File: config.mk
export PLATFORM = sky130hd
export DESIGN_NAME = bip_acc_bank_datapath_flat
export DESIGN_NICKNAME = d
export VERILOG_FILES = /design/src/rtl/bip_dp_pkg.sv /design/src/rtl/bip_acc_bank_datapath_if.sv /design/src/rtl/bip_dp_alu.sv /design/src/rtl/bip_acc_bank_datapath.sv /design/src/flat_wrapper.sv
export SDC_FILE = /design/constraint.sdc
export NUM_CORES = 1
export LEC_CHECK = 0
export ABC_AREA = 1
export CAP_MARGIN = 20
export CELL_PAD_IN_SITES_DETAIL_PLACEMENT = 0
export CELL_PAD_IN_SITES_GLOBAL_PLACEMENT = 1
export CORE_AREA = 2 2 153 155
export CTS_BUF_LIST = sky130_fd_sc_hd__clkbuf_8
export DETAILED_ROUTE_END_ITERATION = 12
export DIE_AREA = 0 0 155 157
export DONT_BUFFER_PORTS = 1
export GPL_TIMING_DRIVEN = 0
export HOLD_SLACK_MARGIN = 0.1
export PLACE_DENSITY_LB_ADDON = 0.1
export SLEW_MARGIN = 10
export SYNTH_ARGS = -nofsm -noshare
export SYNTH_HDL_FRONTEND = slang
export SYNTH_HIERARCHICAL = 1
export SYNTH_SLANG_ARGS = --single-unit
File: constraint.sdc
create_clock -name i_clock -period 3.94 [get_ports i_clock]
set_input_delay 0.985 -clock i_clock [delete_from_list [all_inputs] [get_ports i_clock]]
set_output_delay 0.985 -clock i_clock [all_outputs]
set_load 0.03 [all_outputs]
File: src/rtl/bip_dp_pkg.sv
// Shared widths, ALU opcodes, write-source encodings and flag bit positions
// for the BIP accumulator-bank datapath.
package bip_dp_pkg;

    localparam int unsigned NB_DATA    = 16;
    localparam int unsigned NB_IMM     = 11;
    localparam int unsigned N_ACC      = 4;
    localparam int unsigned LOG2_N_ACC = 2;
    localparam int unsigned NB_FLAGS   = 4;
    localparam int unsigned NB_OP      = 3;
    localparam int unsigned NB_SEL_A   = 2;

    localparam int unsigned FLAG_V = 3;
    localparam int unsigned FLAG_C = 2;
    localparam int unsigned FLAG_N = 1;
    localparam int unsigned FLAG_Z = 0;

    typedef enum logic [NB_OP-1:0] {
        OP_SUB   = 3'b000,
        OP_ADD   = 3'b001,
        OP_AND   = 3'b010,
        OP_OR    = 3'b011,
        OP_XOR   = 3'b100,
        OP_SHL1  = 3'b101,
        OP_SRA1  = 3'b110,
        OP_PASSB = 3'b111
    } alu_op_e;

    typedef enum logic [NB_SEL_A-1:0] {
        SEL_A_MEM  = 2'b00,
        SEL_A_IMM  = 2'b01,
        SEL_A_ALU  = 2'b10,
        SEL_A_HOLD = 2'b11
    } sel_a_e;

    function automatic logic [NB_DATA-1:0] sext_imm(input logic [NB_IMM-1:0] imm);
        return {{(NB_DATA - NB_IMM){imm[NB_IMM-1]}}, imm};
    endfunction

endpackage

File: src/rtl/bip_acc_bank_datapath_if.sv
// Control-unit / data-memory side bus of the accumulator-bank datapath.
interface bip_acc_bank_datapath_if;
    import bip_dp_pkg::*;

    logic                  i_valid;
    logic [NB_IMM-1:0]     i_imm;
    logic [NB_DATA-1:0]    i_data_mem;
    logic [NB_SEL_A-1:0]   i_sel_a;
    logic                  i_sel_b;
    logic                  i_wr_acc;
    logic [NB_OP-1:0]      i_alu_op;
    logic [LOG2_N_ACC-1:0] i_acc_sel;
    logic [NB_DATA-1:0]    o_data;
    logic [NB_FLAGS-1:0]   o_flags;
    logic                  o_commit;

    modport master (
        output i_valid, i_imm, i_data_mem, i_sel_a, i_sel_b, i_wr_acc, i_alu_op, i_acc_sel,
        input  o_data, o_flags, o_commit
    );

    modport slave (
        input  i_valid, i_imm, i_data_mem, i_sel_a, i_sel_b, i_wr_acc, i_alu_op, i_acc_sel,
        output o_data, o_flags, o_commit
    );

endinterface

File: src/rtl/bip_dp_alu.sv
// Combinational 8-operation ALU producing the result and {V,C,N,Z}.
module bip_dp_alu
    import bip_dp_pkg::*;
(
    input  logic [NB_DATA-1:0]  a,
    input  logic [NB_DATA-1:0]  b,
    input  alu_op_e             op,
    output logic [NB_DATA-1:0]  result,
    output logic [NB_FLAGS-1:0] flags
);

    localparam int unsigned MSB = NB_DATA - 1;

    logic [NB_DATA:0] sum_c;
    logic [NB_DATA:0] diff_c;
    logic             carry_c;
    logic             ovf_c;

    // Carry/borrow come from the extra bit of a zero-extended add/subtract.
    always_comb begin
        sum_c   = {1'b0, a} + {1'b0, b};
        diff_c  = {1'b0, a} - {1'b0, b};
        result  = '0;
        carry_c = 1'b0;
        ovf_c   = 1'b0;
        case (op)
            OP_SUB: begin
                result  = diff_c[MSB:0];
                carry_c = diff_c[NB_DATA];
                ovf_c   = (a[MSB] != b[MSB]) && (diff_c[MSB] != a[MSB]);
            end
            OP_ADD: begin
                result  = sum_c[MSB:0];
                carry_c = sum_c[NB_DATA];
                ovf_c   = (a[MSB] == b[MSB]) && (sum_c[MSB] != a[MSB]);
            end
            OP_AND:  result = a & b;
            OP_OR:   result = a | b;
            OP_XOR:  result = a ^ b;
            OP_SHL1: begin
                result  = {a[MSB-1:0], 1'b0};
                carry_c = a[MSB];
            end
            OP_SRA1: begin
                result  = {a[MSB], a[MSB:1]};
                carry_c = a[0];
            end
            default: result = b;
        endcase
    end

    always_comb begin
        flags         = '0;
        flags[FLAG_V] = ovf_c;
        flags[FLAG_C] = carry_c;
        flags[FLAG_N] = result[MSB];
        flags[FLAG_Z] = (result == '0);
    end

endmodule

File: src/rtl/bip_acc_bank_datapath.sv
// Two-stage BIP datapath: E1 instruction registers, E2 accumulator bank write with bypass.
// Define BIP_DP_FLAGS_EN to build the registered {V,C,N,Z} flag word.
module bip_acc_bank_datapath
    import bip_dp_pkg::*;
(
    input  logic                    i_clock,
    input  logic                    i_reset,
    bip_acc_bank_datapath_if.slave  bus
);

    logic                  v_q;
    logic                  wr_acc_q;
    sel_a_e                sel_a_q;
    alu_op_e               alu_op_q;
    logic [LOG2_N_ACC-1:0] idx_q;
    logic [NB_DATA-1:0]    b_q;
    logic [NB_DATA-1:0]    imm_q;
    logic [NB_DATA-1:0]    mem_q;

    logic [NB_DATA-1:0]    acc [N_ACC];
    logic                  commit_q;

    logic [NB_DATA-1:0]    a_c;
    logic [NB_DATA-1:0]    alu_result_c;
    logic [NB_FLAGS-1:0]   alu_flags_c;
    logic [NB_DATA-1:0]    wr_value_c;
    logic                  wr_en_c;

    // E1: capture the issued instruction; a reset edge drops it.
    always_ff @(posedge i_clock) begin
        if (i_reset) begin
            v_q      <= 1'b0;
            wr_acc_q <= 1'b0;
            sel_a_q  <= SEL_A_HOLD;
            alu_op_q <= OP_SUB;
            idx_q    <= '0;
            b_q      <= '0;
            imm_q    <= '0;
            mem_q    <= '0;
        end else begin
            v_q <= bus.i_valid;
            if (bus.i_valid) begin
                wr_acc_q <= bus.i_wr_acc;
                sel_a_q  <= sel_a_e'(bus.i_sel_a);
                alu_op_q <= alu_op_e'(bus.i_alu_op);
                idx_q    <= bus.i_acc_sel;
                imm_q    <= sext_imm(bus.i_imm);
                mem_q    <= bus.i_data_mem;
                b_q      <= bus.i_sel_b ? sext_imm(bus.i_imm) : bus.i_data_mem;
            end
        end
    end

    assign a_c = acc[idx_q];

    bip_dp_alu u_alu (
        .a      (a_c),
        .b      (b_q),
        .op     (alu_op_q),
        .result (alu_result_c),
        .flags  (alu_flags_c)
    );

    always_comb begin
        wr_value_c = a_c;
        case (sel_a_q)
            SEL_A_MEM: wr_value_c = mem_q;
            SEL_A_IMM: wr_value_c = imm_q;
            SEL_A_ALU: wr_value_c = alu_result_c;
            default:   wr_value_c = a_c;
        endcase
    end

    assign wr_en_c = v_q && wr_acc_q && (sel_a_q != SEL_A_HOLD);

    // E2: bank write and commit pulse.
    always_ff @(posedge i_clock) begin
        if (i_reset) begin
            for (int unsigned i = 0; i < N_ACC; i++) begin
                acc[i] <= '0;
            end
            commit_q <= 1'b0;
        end else begin
            commit_q <= wr_en_c;
            if (wr_en_c) begin
                acc[idx_q] <= wr_value_c;
            end
        end
    end

`ifdef BIP_DP_FLAGS_EN
    logic [NB_FLAGS-1:0] flags_q;

    always_ff @(posedge i_clock) begin
        if (i_reset) begin
            flags_q <= '0;
        end else if (wr_en_c && (sel_a_q == SEL_A_ALU)) begin
            flags_q <= alu_flags_c;
        end
    end

    assign bus.o_flags = flags_q;
`else
    logic flags_unused_c;
    assign flags_unused_c = ^alu_flags_c;
    assign bus.o_flags    = '0;
`endif

    // Forward the in-flight write so reads see it before the bank edge.
    assign bus.o_data   = (wr_en_c && (idx_q == bus.i_acc_sel)) ? wr_value_c : acc[bus.i_acc_sel];
    assign bus.o_commit = commit_q;

endmodule

File: src/flat_wrapper.sv
// flat-port wrapper written by rule: the top's interface ports become plain ports
module bip_acc_bank_datapath_flat import bip_dp_pkg::*;
  (i_clock, i_reset, bus_i_valid, bus_i_imm, bus_i_data_mem, bus_i_sel_a, bus_i_sel_b, bus_i_wr_acc, bus_i_alu_op, bus_i_acc_sel, bus_o_data, bus_o_flags, bus_o_commit);
  bip_acc_bank_datapath_if bus_i ();
  input  logic i_clock;
  input  logic i_reset;
  input wire logic [$bits(bus_i.i_valid)-1:0] bus_i_valid;
  input wire logic [$bits(bus_i.i_imm)-1:0] bus_i_imm;
  input wire logic [$bits(bus_i.i_data_mem)-1:0] bus_i_data_mem;
  input wire logic [$bits(bus_i.i_sel_a)-1:0] bus_i_sel_a;
  input wire logic [$bits(bus_i.i_sel_b)-1:0] bus_i_sel_b;
  input wire logic [$bits(bus_i.i_wr_acc)-1:0] bus_i_wr_acc;
  input wire logic [$bits(bus_i.i_alu_op)-1:0] bus_i_alu_op;
  input wire logic [$bits(bus_i.i_acc_sel)-1:0] bus_i_acc_sel;
  output wire logic [$bits(bus_i.o_data)-1:0] bus_o_data;
  output wire logic [$bits(bus_i.o_flags)-1:0] bus_o_flags;
  output wire logic [$bits(bus_i.o_commit)-1:0] bus_o_commit;
  assign bus_i.i_valid = bus_i_valid;
  assign bus_i.i_imm = bus_i_imm;
  assign bus_i.i_data_mem = bus_i_data_mem;
  assign bus_i.i_sel_a = bus_i_sel_a;
  assign bus_i.i_sel_b = bus_i_sel_b;
  assign bus_i.i_wr_acc = bus_i_wr_acc;
  assign bus_i.i_alu_op = bus_i_alu_op;
  assign bus_i.i_acc_sel = bus_i_acc_sel;
  assign bus_o_data = bus_i.o_data;
  assign bus_o_flags = bus_i.o_flags;
  assign bus_o_commit = bus_i.o_commit;
  bip_acc_bank_datapath u_core (.i_clock(i_clock), .i_reset(i_reset), .bus(bus_i));
endmodule
==> key figures <==
STA
  – Worst Skew: 18.1 ps
  – PnR worst setup slack: -692 ps
  – Crit share post-route: 118%
  – Min Tclk post-route: 4630 ps
  – RSZ-0062 raised after global routing: yes
  – Number of setup violations in the final report: 16
  – Worst-Margin Slew: 954 ps
  – Final slew viol count: 0
  – Fmax: 216 MHz
  – Hold slack final: 461 ps
  – Fin. Hold Viols: 0
  – Rel. slew slack: 36.3%

Clock tree
  – Cts bufs inserted: 17
  – Root Driver: clkbuf_8
  – CTS Sinks: 119
  – Clk_lat worst skew: 440 ps
  – Clock transition at the registers of the reported paths: 80 ps
  – CTS tree: done
  – Clock Tree Buf Depth: 2
  – CTS H-tree lvls: 4

Floorplan
  – Starting Density: 42.9%
  – Die Area: 24300 um2
  – Row cnt: 55
  – Core Area: 22500 um2
  – Chip Width: 155 um
  – Die height: 157 um
  – IO Count: 60

Worst setup path
  – Worst path max stage delay: 350 ps
  – Slowest-stage cell, CP: dfxtp_2
  – Crit-path max FO: 8
  – Worst path most repeated cell: buf_6
  – Data required, critical path: 2950 ps
  – WS Path Type: flip-flop to primary output
  – Setup crit end kind: primary output
  – Critical Path AT: 3650 ps
  – Launching element type of the critical path: flip-flop

Layout
  – Design Area, Final: 13300 um2
  – Commonest non-fill, non-tap cell in the layout: nand2_1
  – Most frequent cells in the layout: nand2_1 (204), a21oi_1 (143), inv_1 (127)
  – Antenna diodes: 0
  – Fraction of layout cells with a size suffix above 1: 40.0%
  – Nets: 1666
  – Layout area overhead: 38.1%

Pwr
  – Leak: 5.95 nW
  – Power per cell area: 344 nW/um2
  – VDD IR-drop max: 0.235 mV

Detailed routing
  – Per-cell routed wire length: 20.5 um
  – Drt initial violations: 957
  – # DRC: 0
  – Met2 WL: 17.1 mm
  – TritonRoute pass-1 iters: 5
  – DR vias/cell: 5.68
  – Highest Signal Layer: met4
  – Routed Antenna Nets: 0
  – Total vias in the final route: 10663
  – Met3 Wirelength: 3.41 mm
  – Met1 wire length: 17.0 mm
  – Total wire length: 38.5 mm

Logic synthesis
  – Syn_area_per_cell: 6.80 um2
  – Synth Cell Area: 9660 um2
  – Cells after synthesis: 1419
  – Synth Warn #: 6

Placement
  – GPL Wtd Cong: 0.940
  – Port bufs: 0
  – Final HPWL DP: 26.5 mm
  – Placement Cell Area: 10100 um2
  – Worst slack at placement: -1040 ps

Min path
  – Hold WC Path Type: flip-flop to flip-flop

Run status
  – Outcome: finished with violations
  – Failing checks: negative setup slack

Job
  – MaxCap Viol Count: 0

Global routing
  – Grt ovf: 0
  – Initial antenna violation count: 0
  – Largest net degree at the start of global routing: 17
  – Overall routing resource usage: 30.6%
  – Global-route wire length before repair: 56.5 mm
  – Vias in the first global route: 9933
==> power breakdown <==
| group | internal, mW | leakage [nW] | switching [mW] |
|---|---|---|---|
| clock | 0.629 | 0.209 | 0.550 |
| sequential | 1.37 | 1.12 | 0.0433 |
| combinational | 0.795 | 4.63 | 1.20 |
| total | 2.79 | 5.95 | 1.80 |
==> flip-flops by register name, indices dropped and copies added, names as in the netlist, named ones only <==
register	flops
u_core/acc	64
u_core/b_q	16
u_core/mem_q	16
u_core/imm_q	11
u_core/alu_op_q	3
u_core/idx_q	2
u_core/sel_a_q	2
u_core/bus.o_commit	1
u_core/v_q	1
u_core/wr_acc_q	1
==> layer usage <==
metal  vias up  global-route usage (%)
li1       4983                       -
met1      5112                    43.1
met2       499                    48.0
met3        69                    6.03
met4         0                    7.98
met5         -                       0
==> worst max-delay path: cells and delay by family, from the launching register on <==
| family | cells | cell delay (ps) |
|---|---|---|
| and+or+nand+nor | 6 | 400 |
| DFF | 1 | 350 |
| buffers and inverters | 22 | 2410 |
==> per-stage QoR <==
| stage | std cells | util (%) | setup TNS (ps) | power (mW) |
|---|---|---|---|---|
| 2_1_floorplan | 1422 | - | 0 | 2.31 |
| 3_3_place_gp | 1707 | 44.6 | -11300 | 2.64 |
| 3_5_place_dp | 1708 | 44.7 | -10860 | 2.65 |
| 4_1_cts | 1835 | 54.6 | -7630 | 4.25 |
| 5_1_grt | 1876 | 59.2 | -9380 | 4.79 |
| 6_report | 1876 | 59.2 | -7060 | 4.59 |
==> worst paths after layout <==
check,startpoint,slack [ps],endpoint,depth (start not counted)
worst max-delay path,flip-flop,-690,bus_o_data[0],28
worst max register to register,flip-flop,460,u_core/acc[0][0],27
worst min-delay path,u_core/mem_q[3],460,u_core/mem_q[3],2
worst min register to register,u_core/mem_q[3],460,u_core/mem_q[3],2
==> area by class of cell <==
cell class / count / area [um2]
flip-flops and latches: 119 / 3020
multi-input cells: 1039 / 6880
well taps: 285 / 357
clock buffers: 17 / 234
inverters: 190 / 787
repair buffers: 140 / 1240
clock inverters: 15 / 175
plain buffers: 71 / 634
fillers: 2102 / 9170
==> what timing repair did <==
action	4_1_cts	5_1_grt
pin swaps	91	141
hold buffers	0	0
hold endpoints to repair	0	0
resized for setup	302	225
buffers inserted	101	45
cloned	6	1
endpoints found under the setup margin	24	16
Note: power is estimated with default switching activity, not from simulation.
